==> src/rtl/imem_loader.sv <==
// -----------------------------------------------------------------------------
// imem_loader
//
// Write side of the instruction memory. A byte stream arrives over a
// valid/ready handshake and is packed into little-endian 32-bit words. The
// words are written to consecutive word addresses starting at 0. While a load
// is running, the CPU pipeline is held stalled.
//
// Handshake: a byte moves on a rising edge only when byteValid && byteReady.
// byteReady is high only while the loader is receiving. The source must hold
// byteData stable with byteValid high until it sees byteReady.
//
// Ports
//   clk              in   clock, rising edge
//   rst_n            in   asynchronous reset, active low
//   start            in   begin a load (looked at only when idle)
//   wordCount        in   number of words to load, captured with start
//   byteValid        in   byteData carries a valid byte
//   byteData         in   incoming byte
//   byteReady        out  loader takes a byte this cycle
//   memWriteEnable   out  one-cycle word write strobe
//   memWriteAddress  out  word address for the write
//   memWriteData     out  assembled word
//   busy             out  load in progress (receiving or writing)
//   cpuStall         out  same as busy; freezes PC/fetch
//   done             out  one-cycle pulse when a load completes
//   dbg_state_o      out  current FSM state, for observation only
// -----------------------------------------------------------------------------
module imem_loader #(
    parameter int ADDR_WIDTH = 10
) (
    input  logic                  clk,
    input  logic                  rst_n,
    input  logic                  start,
    input  logic [ADDR_WIDTH:0]   wordCount,
    input  logic                  byteValid,
    input  logic [7:0]            byteData,
    output logic                  byteReady,
    output logic                  memWriteEnable,
    output logic [ADDR_WIDTH-1:0] memWriteAddress,
    output logic [31:0]           memWriteData,
    output logic                  busy,
    output logic                  cpuStall,
    output logic                  done,
    output logic [1:0]            dbg_state_o
);

    typedef enum logic [1:0] {
        ST_IDLE  = 2'd0,
        ST_RECV  = 2'd1,
        ST_WRITE = 2'd2,
        ST_DONE  = 2'd3
    } state_e;

    // Memory depth; larger requests are clamped to this.
    localparam logic [ADDR_WIDTH:0] MAX_WORDS = {1'b1, {ADDR_WIDTH{1'b0}}};
    localparam logic [ADDR_WIDTH:0] ONE_WORD  = {{ADDR_WIDTH{1'b0}}, 1'b1};

    state_e                  state_q,      state_d;
    logic [1:0]              byte_idx_q,   byte_idx_d;
    logic [ADDR_WIDTH-1:0]   addr_q,       addr_d;
    logic [ADDR_WIDTH:0]     words_left_q, words_left_d;
    logic [31:0]             word_q,       word_d;

    // Registered outputs, computed from the next state.
    logic ready_q;
    logic we_q;
    logic busy_q;
    logic done_q;

    logic                xfer;
    logic [ADDR_WIDTH:0] count_clamped;

    assign xfer          = byteValid && ready_q;
    assign count_clamped = (wordCount > MAX_WORDS) ? MAX_WORDS : wordCount;

    // ------------------------------------------------------------------------
    // Next-state logic
    // ------------------------------------------------------------------------
    always_comb begin
        state_d      = state_q;
        byte_idx_d   = byte_idx_q;
        addr_d       = addr_q;
        words_left_d = words_left_q;
        word_d       = word_q;

        case (state_q)
            ST_IDLE: begin
                if (start) begin
                    words_left_d = count_clamped;
                    addr_d       = '0;
                    byte_idx_d   = 2'd0;
                    word_d       = '0;
                    state_d      = (count_clamped == '0) ? ST_DONE : ST_RECV;
                end
            end

            ST_RECV: begin
                if (xfer) begin
                    // Little-endian lane placement: first byte is the LSB.
                    case (byte_idx_q)
                        2'd0:    word_d[7:0]   = byteData;
                        2'd1:    word_d[15:8]  = byteData;
                        2'd2:    word_d[23:16] = byteData;
                        default: word_d[31:24] = byteData;
                    endcase
                    if (byte_idx_q == 2'd3) begin
                        byte_idx_d = 2'd0;
                        state_d    = ST_WRITE;
                    end else begin
                        byte_idx_d = byte_idx_q + 2'd1;
                    end
                end
            end

            ST_WRITE: begin
                // addr_q and word_q are stable for this whole cycle and drive
                // the memory port directly; they only advance on leaving.
                if (words_left_q == ONE_WORD) begin
                    state_d = ST_DONE;
                end else begin
                    words_left_d = words_left_q - ONE_WORD;
                    addr_d       = addr_q + 1'b1;
                    state_d      = ST_RECV;
                end
            end

            ST_DONE: begin
                state_d = ST_IDLE;
            end

            default: begin
                state_d = ST_IDLE;
            end
        endcase
    end

    // ------------------------------------------------------------------------
    // State and registered outputs
    // ------------------------------------------------------------------------
    always_ff @(posedge clk or negedge rst_n) begin
        if (!rst_n) begin
            state_q      <= ST_IDLE;
            byte_idx_q   <= 2'd0;
            addr_q       <= '0;
            words_left_q <= '0;
            word_q       <= '0;
            ready_q      <= 1'b0;
            we_q         <= 1'b0;
            busy_q       <= 1'b0;
            done_q       <= 1'b0;
        end else begin
            state_q      <= state_d;
            byte_idx_q   <= byte_idx_d;
            addr_q       <= addr_d;
            words_left_q <= words_left_d;
            word_q       <= word_d;
            ready_q      <= (state_d == ST_RECV);
            we_q         <= (state_d == ST_WRITE);
            busy_q       <= (state_d == ST_RECV) || (state_d == ST_WRITE);
            done_q       <= (state_d == ST_DONE);
        end
    end

    assign byteReady       = ready_q;
    assign memWriteEnable  = we_q;
    assign memWriteAddress = addr_q;
    assign memWriteData    = word_q;
    assign busy            = busy_q;
    assign cpuStall        = busy_q;
    assign done            = done_q;
    assign dbg_state_o     = state_q;

endmodule

==> config.mk <==
export PLATFORM = sky130hd
export DESIGN_NAME = imem_loader
export DESIGN_NICKNAME = d
export VERILOG_FILES = /design/src/rtl/imem_loader.sv
export SDC_FILE = /design/constraint.sdc
export NUM_CORES = 1
export LEC_CHECK = 0
export BUFFER_PORTS_ARGS = -buffer_cell sky130_fd_sc_hd__buf_2
export CAP_MARGIN = 20
export CELL_PAD_IN_SITES_DETAIL_PLACEMENT = 1
export CELL_PAD_IN_SITES_GLOBAL_PLACEMENT = 2
export CORE_UTILIZATION = 36
export DETAILED_ROUTE_END_ITERATION = 10
export HOLD_SLACK_MARGIN = 0.1
export PLACE_DENSITY = 0.84
export REMOVE_ABC_BUFFERS = 1
export SKIP_CTS_REPAIR_TIMING = 1
export SYNTH_ARGS = -nofsm -noshare
export SYNTH_HDL_FRONTEND = slang
export SYNTH_SLANG_ARGS = --single-unit
==> constraint.sdc <==
create_clock -name clk -period 5.8 [get_ports clk]
set_input_delay 0.87 -clock clk [delete_from_list [all_inputs] [get_ports clk]]
set_output_delay 0.87 -clock clk [all_outputs]
set_load 0.02 [all_outputs]
==> results of run 1 <==
## metrics by stage
| stage | cell area (um2) | instances | setup slack, ps | utilization |
|---|---|---|---|---|
| 2_1_floorplan | 3000 | 274 | 2980 | - |
| 3_3_place_gp | 3510 | 452 | 3180 | 0.423 |
| 3_5_place_dp | 3510 | 452 | 3150 | 0.423 |
| 4_1_cts | 3730 | 468 | 3170 | 0.449 |
| 5_1_grt | 3730 | 468 | 2980 | 0.449 |
| 6_report | 3730 | 468 | 3130 | 0.449 |
## placed cells by master (no fill, tap or decap), types with 11 or more instances in the layout
| cell | count |
|---|---|
| nor2_1 | 12 |
| nand3_1 | 15 |
| a21oi_1 | 11 |
| buf_2 | 71 |
| mux2_2 | 24 |
| dfrtp_1 | 61 |
| o21ai_0 | 15 |
| ha_1 | 11 |
| nand2_1 | 27 |
## where the power goes
part           internal (mW)  switching (mW)
logic                  0.305           0.469
clock network          0.243           0.183
registers              0.582           0.128
total                   1.13           0.779
## kinds of logic after synthesis
logic type | synth area share
simple gates | 0.190
mux | 0.0967
flops | 0.492
compound gates | 0.133
fa+ha+maj | 0.0443
buf+inv | 0.0439
## routing by layer
| layer | part of all wire | vias up | GRT usage |
|---|---|---|---|
| met5 | 0 | - | 0 |
| met1 | 0.44 | 1272 | 0.244 |
| li1 | - | 1193 | - |
| met4 | 0.012 | 0 | 0.0631 |
| met2 | 0.49 | 82 | 0.324 |
| met3 | 0.058 | 11 | 0.0427 |
## critical path, delay by kind of cell, from the launching register on
kind,cells,cell delay (ps)
AOI/OAI and AO/OA,1,360
DFF,1,620
and+or+nand+nor,3,1640
## area by class of cell
class	count	area, um2	share of cell area
clock inverters	7	97.6	0.0262
well taps	105	131	0.0352
repair buffers	73	370	0.0993
flip-flops and latches	61	1530	0.409
inverters	9	33.8	0.00906
multi-input cells	204	1450	0.388
clock buffers	9	124	0.0332
## state kept, by name, summed over array words and instances, names as in the netlist
name and flops:
byteReady 1, memWriteAddress 10, busy 1, words_left_q 11, dbg_state_o 2, done 1
memWriteData 32, byte_idx_q 2, memWriteEnable 1
## path summary, 6_finish.rpt
path	end	slack, ps	depth (start not counted)
hold / removal	memWriteData[26]	480	2
setup reg to reg	memWriteAddress[6]	3130	4
setup / recovery	memWriteAddress[6]	3130	4
max in group asynchronous	words_left_q[3]	4590	2
min in group asynchronous	memWriteData[28]	690	2
hold reg to reg	memWriteData[26]	480	2
==> metrics, run 1 <==
Die H 94.9 um; Seq/Total Area, Yosys 0.492; Synth area leader dfrtp_1; Final ANT Viol Nets 0; CP arrival 2960 ps; total grt overflow 0; worst-case clock buffer depth 2; top_reg_cell synth dfrtp_1; final wirelength 7930 um; fin nets 392; Final Max Slew Viols 0; Max Cap Violations 0; CP Class reg -> reg; fin crit share 0.461; clk slew on worst S/H paths 70 ps; post-layout power 1.91 mW; Post-synth EDFFs 0; worst hold slack 484 ps; most numerous cell in the Yosys netlist dfrtp_1; Synthesis Warnings 0; CP max FO 22; wire length per cell 17.0 um; drt via density 5.47; via count 2558; fraction of layout cells with a size suffix above 1 0.344; initial antenna violation count 0; Power Density 512 nW/um2; status finished, final reports clean; fmax 0.374 GHz; num ports 72; Final Hold Fails 0; CP Capture Type flip-flop; crit path launch type flip-flop; Yosys top cell area share 0.492; fill count 941; Clk Latency, worst-skew pair 340 ps; Min-Delay Path Class reg -> reg; synthesized instance count 289; Tmin final 2670 ps; vias in the first global route 2582; most area-consuming cells after synthesis dfrtp_1, mux2_2, ha_1, nand2_1, nand3_1; Cell Chain, Critical Path nor2b_1 > o31ai_4 > or4_2 > nand2_1; Die Wd 94.9 um; Largest stage delay, worst path 870 ps; critical path's slowest cell nor2b_1; CP Launch Point dbg_state_o[0]; Sink Count 61; # rows 33; H-tree Lvls 3; DR DRC count 0; top post-synthesis cells by count dfrtp_1, nand2_1, mux2_2; worst slew pin tran 987 ps; Layout Area Growth over Synthesis 20.2%; first-pass GRT wire length 13200 um; relative slew slack 0.340; Unique masters post-synth 50; #FFs+latches synth 61; Clock Skews 11.0 ps; unrepaired setup endpoints after global routing no; Root Driver clkbuf_8; all-layer global routing usage 0.193; HPWL Detailed 5860 um; CTS buffer count 9; die area 9000 um2; Placer Congestion 0.835; Initial Util 0.374; FFs w/ async S/R, synth 1.00; DR pass1 iterations 4; # setup viols final 0; Synth Cell Area 3100 um2; Peak VDD IR 195 uV; min-delay src memWriteData[26]; Core Area 8300 um2; CTS tree done; Pleak 1.79 nW; Avg Cell Area, Syn 10.7 um2; CP required 6080 ps; origin of the critical flop-to-flop path dbg_state_o[0]; largest net degree at the start of global routing 62; 1st-iter DRT viols 86; buffers added on ports 71; ant diodes 0; post-route setup TNS 0 ps
Power figures use the tool's default switching activity.
==> run 2: changes to the inputs <==
--- a/config.mk
+++ b/config.mk
@@ -9,10 +9,10 @@
 export CAP_MARGIN = 20
 export CELL_PAD_IN_SITES_DETAIL_PLACEMENT = 1
 export CELL_PAD_IN_SITES_GLOBAL_PLACEMENT = 2
-export CORE_UTILIZATION = 36
+export CORE_UTILIZATION = 34
 export DETAILED_ROUTE_END_ITERATION = 10
 export HOLD_SLACK_MARGIN = 0.1
-export PLACE_DENSITY = 0.84
+export PLACE_DENSITY = 0.8
 export REMOVE_ABC_BUFFERS = 1
 export SKIP_CTS_REPAIR_TIMING = 1
 export SYNTH_ARGS = -nofsm -noshare
==> constraint.sdc (replaced) <==
create_clock -name clk -period 2.7 [get_ports clk]
set_input_delay 0.405 -clock clk [delete_from_list [all_inputs] [get_ports clk]]
set_output_delay 0.405 -clock clk [all_outputs]
set_load 0.02 [all_outputs]
==> metrics, run 2 (synthesis results as in run 1) <==
largest net degree at the start of global routing 27; total grt overflow 0; Final Max Slew Viols 0; CTS tree done; Tmin final 2190 ps; fmax 0.457 GHz; DR pass1 iterations 4; P_sw 1.65 mW; Largest stage delay, worst path 560 ps; Final Hold Fails 0; 1st-iter DRT viols 76; Die Wd 97.6 um; fraction of layout cells with a size suffix above 1 0.358; worst-case clock buffer depth 2; Internal 2.50 mW; # setup viols final 0; DR DRC count 0; CP required 2930 ps; status finished, final reports clean; Clk Latency, worst-skew pair 340 ps; relative slew slack 0.571; commonest non-fill, non-tap cell in the layout buf_2; Cell Chain, Critical Path inv_1 > ha_1 > or4b_1 > o31a_1 > o22ai_1 > o2bb2ai_1; met1 Usage GRT 0.236; CP arrival 2410 ps; Clock Skews 4.20 ps; # rows 34; first-pass GRT wire length 13800 um; fin crit share 0.810; Peak VDD IR 332 uV; Sink Count 61; Initial Util 0.354; Net Sw Frac 0.397; num ports 72; commonest cells after routing, fill and taps aside buf_2, dfrtp_1, nand2_1; Pleak 1.84 nW; Power Density 1090 nW/um2; Max Cap Violations 0; Core Area 8760 um2; Root Driver clkbuf_8; Final ANT Viol Nets 0; Logic pwr share 0.411; HPWL Detailed 6110 um; unrepaired setup endpoints after global routing no; met3 Usage GRT 0.0374; final wirelength 8190 um; clk slew on worst S/H paths 70 ps; initial antenna violation count 0; Clock power frac 0.225; Layout Area Growth over Synthesis 22.6%; via count 2566; wire length per cell 17.1 um; crit path launch type flip-flop; Die H 97.6 um; GR Layer Usage met2 0.304; max FFs per register 32; drt via density 5.35; Reg power frac 0.363; Placer Congestion 0.853; worst slew pin tran 638 ps; buffers added on ports 71; most crowded layer after global routing met2; die area 9520 um2; H-tree Lvls 3; fill count 1014; post-route setup TNS 0 ps; CP max FO 10; CP Capture Type flip-flop; post-layout power 4.16 mW; ant diodes 0; CP Class reg -> reg; critical path's slowest cell or4b_1; fin nets 401; vias in the first global route 2712; CTS buffer count 9; Min-Delay Path Class in -> async; all-layer global routing usage 0.183
run 2: cell count changes in the layout (fill, tap and decap cells not counted), sizes merged:
cell and change:
clkinvlp -2, clkbuf +3, buf +9, inv -1
run 2: final timing paths:
| kind | start | to | slack [ps] | cells after the start |
|---|---|---|---|---|
| min in group clk | wordCount[6] | words_left_q[6] | 320 | 3 |
| hold / removal | rst_n | memWriteData[10] | 60 | 1 |
| hold reg to reg | memWriteData[30] | memWriteData[30] | 480 | 2 |
| max in group asynchronous | rst_n | memWriteAddress[4] | 1890 | 2 |
| setup / recovery | words_left_q[1] | words_left_q[7] | 510 | 6 |
| setup reg to reg | words_left_q[1] | words_left_q[7] | 510 | 6 |
run 2: power groups by stage:
stage / Clock [mW] / Sequential (mW) / Combinational (mW)
after floorplan: 0 / 1.80 / 0.815
final: 0.936 / 1.51 / 1.71
after global placement: 0 / 1.51 / 1.69
after detailed placement: 0 / 1.53 / 1.74
after CTS: 0.964 / 1.51 / 1.74
after global routing: 1.01 / 1.56 / 1.87
run 2: routing by layer:
| metal | up-vias | wire [um] |
|---|---|---|
| li1 | 1212 | - |
| met1 | 1279 | 3720 |
| met2 | 64 | 3990 |
| met3 | 11 | 362 |
| met4 | 0 | 125 |
| met5 | - | 0 |
run 2: through the flow:
step | std cells | hold slack [ps] | utilization | cell area [um2] | worst slack (ps)
floorplan | 274 | 109 | - | 3000 | 76.4
finish | 480 | 64.2 | 0.434 | 3800 | 512
CTS | 480 | 79.2 | 0.434 | 3800 | 494
detailed placement | 464 | 449 | 0.408 | 3580 | 524
global route | 480 | 104 | 0.434 | 3800 | 375
global placement | 464 | 447 | 0.408 | 3580 | 554
run 2: worst max-delay path, delay by kind of cell, from the launching register on:
family	cells	cell delay, ps
adder cells (fa/ha/maj)	1	170
AND/OR/NAND/NOR	1	560
flip-flops	1	380
buffers and inverters	1	90
AO/OA/AOI/OAI	3	870
run 2: area by class of cell:
class / count / area, um2 / share of cell area
clock inverter: 4 / 70.1 / 0.0184
multi-input combinational: 204 / 1450 / 0.380
clock buffer: 12 / 155 / 0.0408
timing repair buffer: 82 / 438 / 0.115
tap: 108 / 135 / 0.0355
sequential: 61 / 1530 / 0.401
inverter: 9 / 33.8 / 0.00888
==> run 3: changes to the inputs <==
==> constraint.sdc (replaced) <==
create_clock -name clk -period 2.1 [get_ports clk]
set_input_delay 0.315 -clock clk [delete_from_list [all_inputs] [get_ports clk]]
set_output_delay 0.315 -clock clk [all_outputs]
set_load 0.02 [all_outputs]
==> metrics, run 3 (synthesis results as in run 1) <==
fin crit share 0.966; HPWL Detailed 6040 um; fill count 1017; Clk Latency, worst-skew pair 360 ps; Min-Delay Path Class in -> reg; Peak VDD IR 387 uV; Final Max Slew Viols 0; fmax 0.493 GHz; via count 2618; DR pass1 iterations 4; status finished, final reports clean; vias in the first global route 2714; Finished Layout Cells 492; critical path's slowest cell or4b_4; worst slew pin tran 549 ps; Power Density 1360 nW/um2; final wirelength 8380 um; wire length per cell 17.0 um; first-pass GRT wire length 14300 um; fin nets 413; Initial Util 0.354; CP max FO 5; Tmin final 2030 ps; total grt overflow 0; CTS buffer count 9; placed insts 475; Core Area 8760 um2; clk slew on worst S/H paths 80 ps; Die H 97.6 um; # rows 34; Max Cap Violations 0; Final Hold Fails 0; Clock Skews 8.61 ps; max FFs per register 32; crit path launch type flip-flop; Layout Area Growth over Synthesis 24.8%; Placer Congestion 0.821; commonest non-fill, non-tap cell in the layout buf_2; 1st-iter DRT viols 59; Cell Chain, Critical Path inv_1 > ha_1 > or4b_4 > nor2_1 > nand3_1 > and3_1 > ha_1 > inv_1; CP Class reg -> reg; worst-case clock buffer depth 2; Largest stage delay, worst path 510 ps; worst hold slack 216 ps; unrepaired setup endpoints after global routing no; relative slew slack 0.634; CP required 2360 ps; fraction of layout cells with a size suffix above 1 0.385; initial antenna violation count 0; H-tree Lvls 3; placed cell areas 3670 um2; Pleak 1.88 nW; CTS tree done; all-layer global routing usage 0.191; die area 9520 um2; CP arrival 2290 ps; # setup viols final 0; Final ANT Viol Nets 0; buffers added on ports 71; drt via density 5.32; num ports 72; DR DRC count 0; Sink Count 61; Root Driver clkbuf_8; largest net degree at the start of global routing 62; ant diodes 0; Die Wd 97.6 um; commonest cells after routing, fill and taps aside buf_2, dfrtp_1, nand2_1; Final Instance Area 3870 um2; CP Capture Type flip-flop
run 3: cell type report:
type | count | area (um2) | area share
clock buffers | 9 | 124 | 0.0320
inverters | 9 | 33.8 | 0.00872
well taps | 108 | 135 | 0.0349
repair buffers | 94 | 543 | 0.140
flip-flops and latches | 61 | 1530 | 0.394
clock inverters | 7 | 51.3 | 0.0132
multi-input cells | 204 | 1460 | 0.377
run 3: path summary, 6_finish.rpt:
| check | to | slack, ps | cells past startpoint | from |
|---|---|---|---|---|
| worst max-delay path | busy | 70 | 8 | words_left_q[1] |
| worst min-delay path | memWriteData[29] | 220 | 3 | byteData[5] |
| worst max register to register | busy | 70 | 8 | words_left_q[1] |
| worst min register to register | memWriteData[24] | 480 | 2 | memWriteData[24] |
| max in group asynchronous | words_left_q[2] | 1320 | 3 | rst_n |
| min in group asynchronous | memWriteData[26] | 510 | 3 | rst_n |
run 3: report_power, final:
group	internal [mW]	switching, mW	leakage [nW]	total, mW
combinational	1.02	1.41	1.01	2.43
clock	0.433	0.527	0.0909	0.960
sequential	1.61	0.283	0.776	1.89
total	3.06	2.22	1.88	5.28
run 3: routing by layer:
metal	GRT usage	wire, um
met4	0.0475	34
met3	0.0561	432
met2	0.321	4220
met1	0.240	3700
met5	0	0
run 3: metrics by stage:
step	setup TNS, ps	worst slack, ps	utilization	total power, mW
after global placement	0	38.8	0.419	4.28
after global routing	0	20.1	0.442	5.68
final	0	71.7	0.442	5.28
after CTS	-58.5	-21.5	0.439	5.33
after detailed placement	-29.1	-14.8	0.419	4.36
after floorplan	-3270	-524	-	3.36
run 3: critical path: cells and delay by family, from the launching register on:
family | cells | cell delay, ps
flip-flops | 1 | 370
AND/OR/NAND/NOR | 4 | 1030
buffers and inverters | 2 | 100
adder cells (fa/ha/maj) | 2 | 420
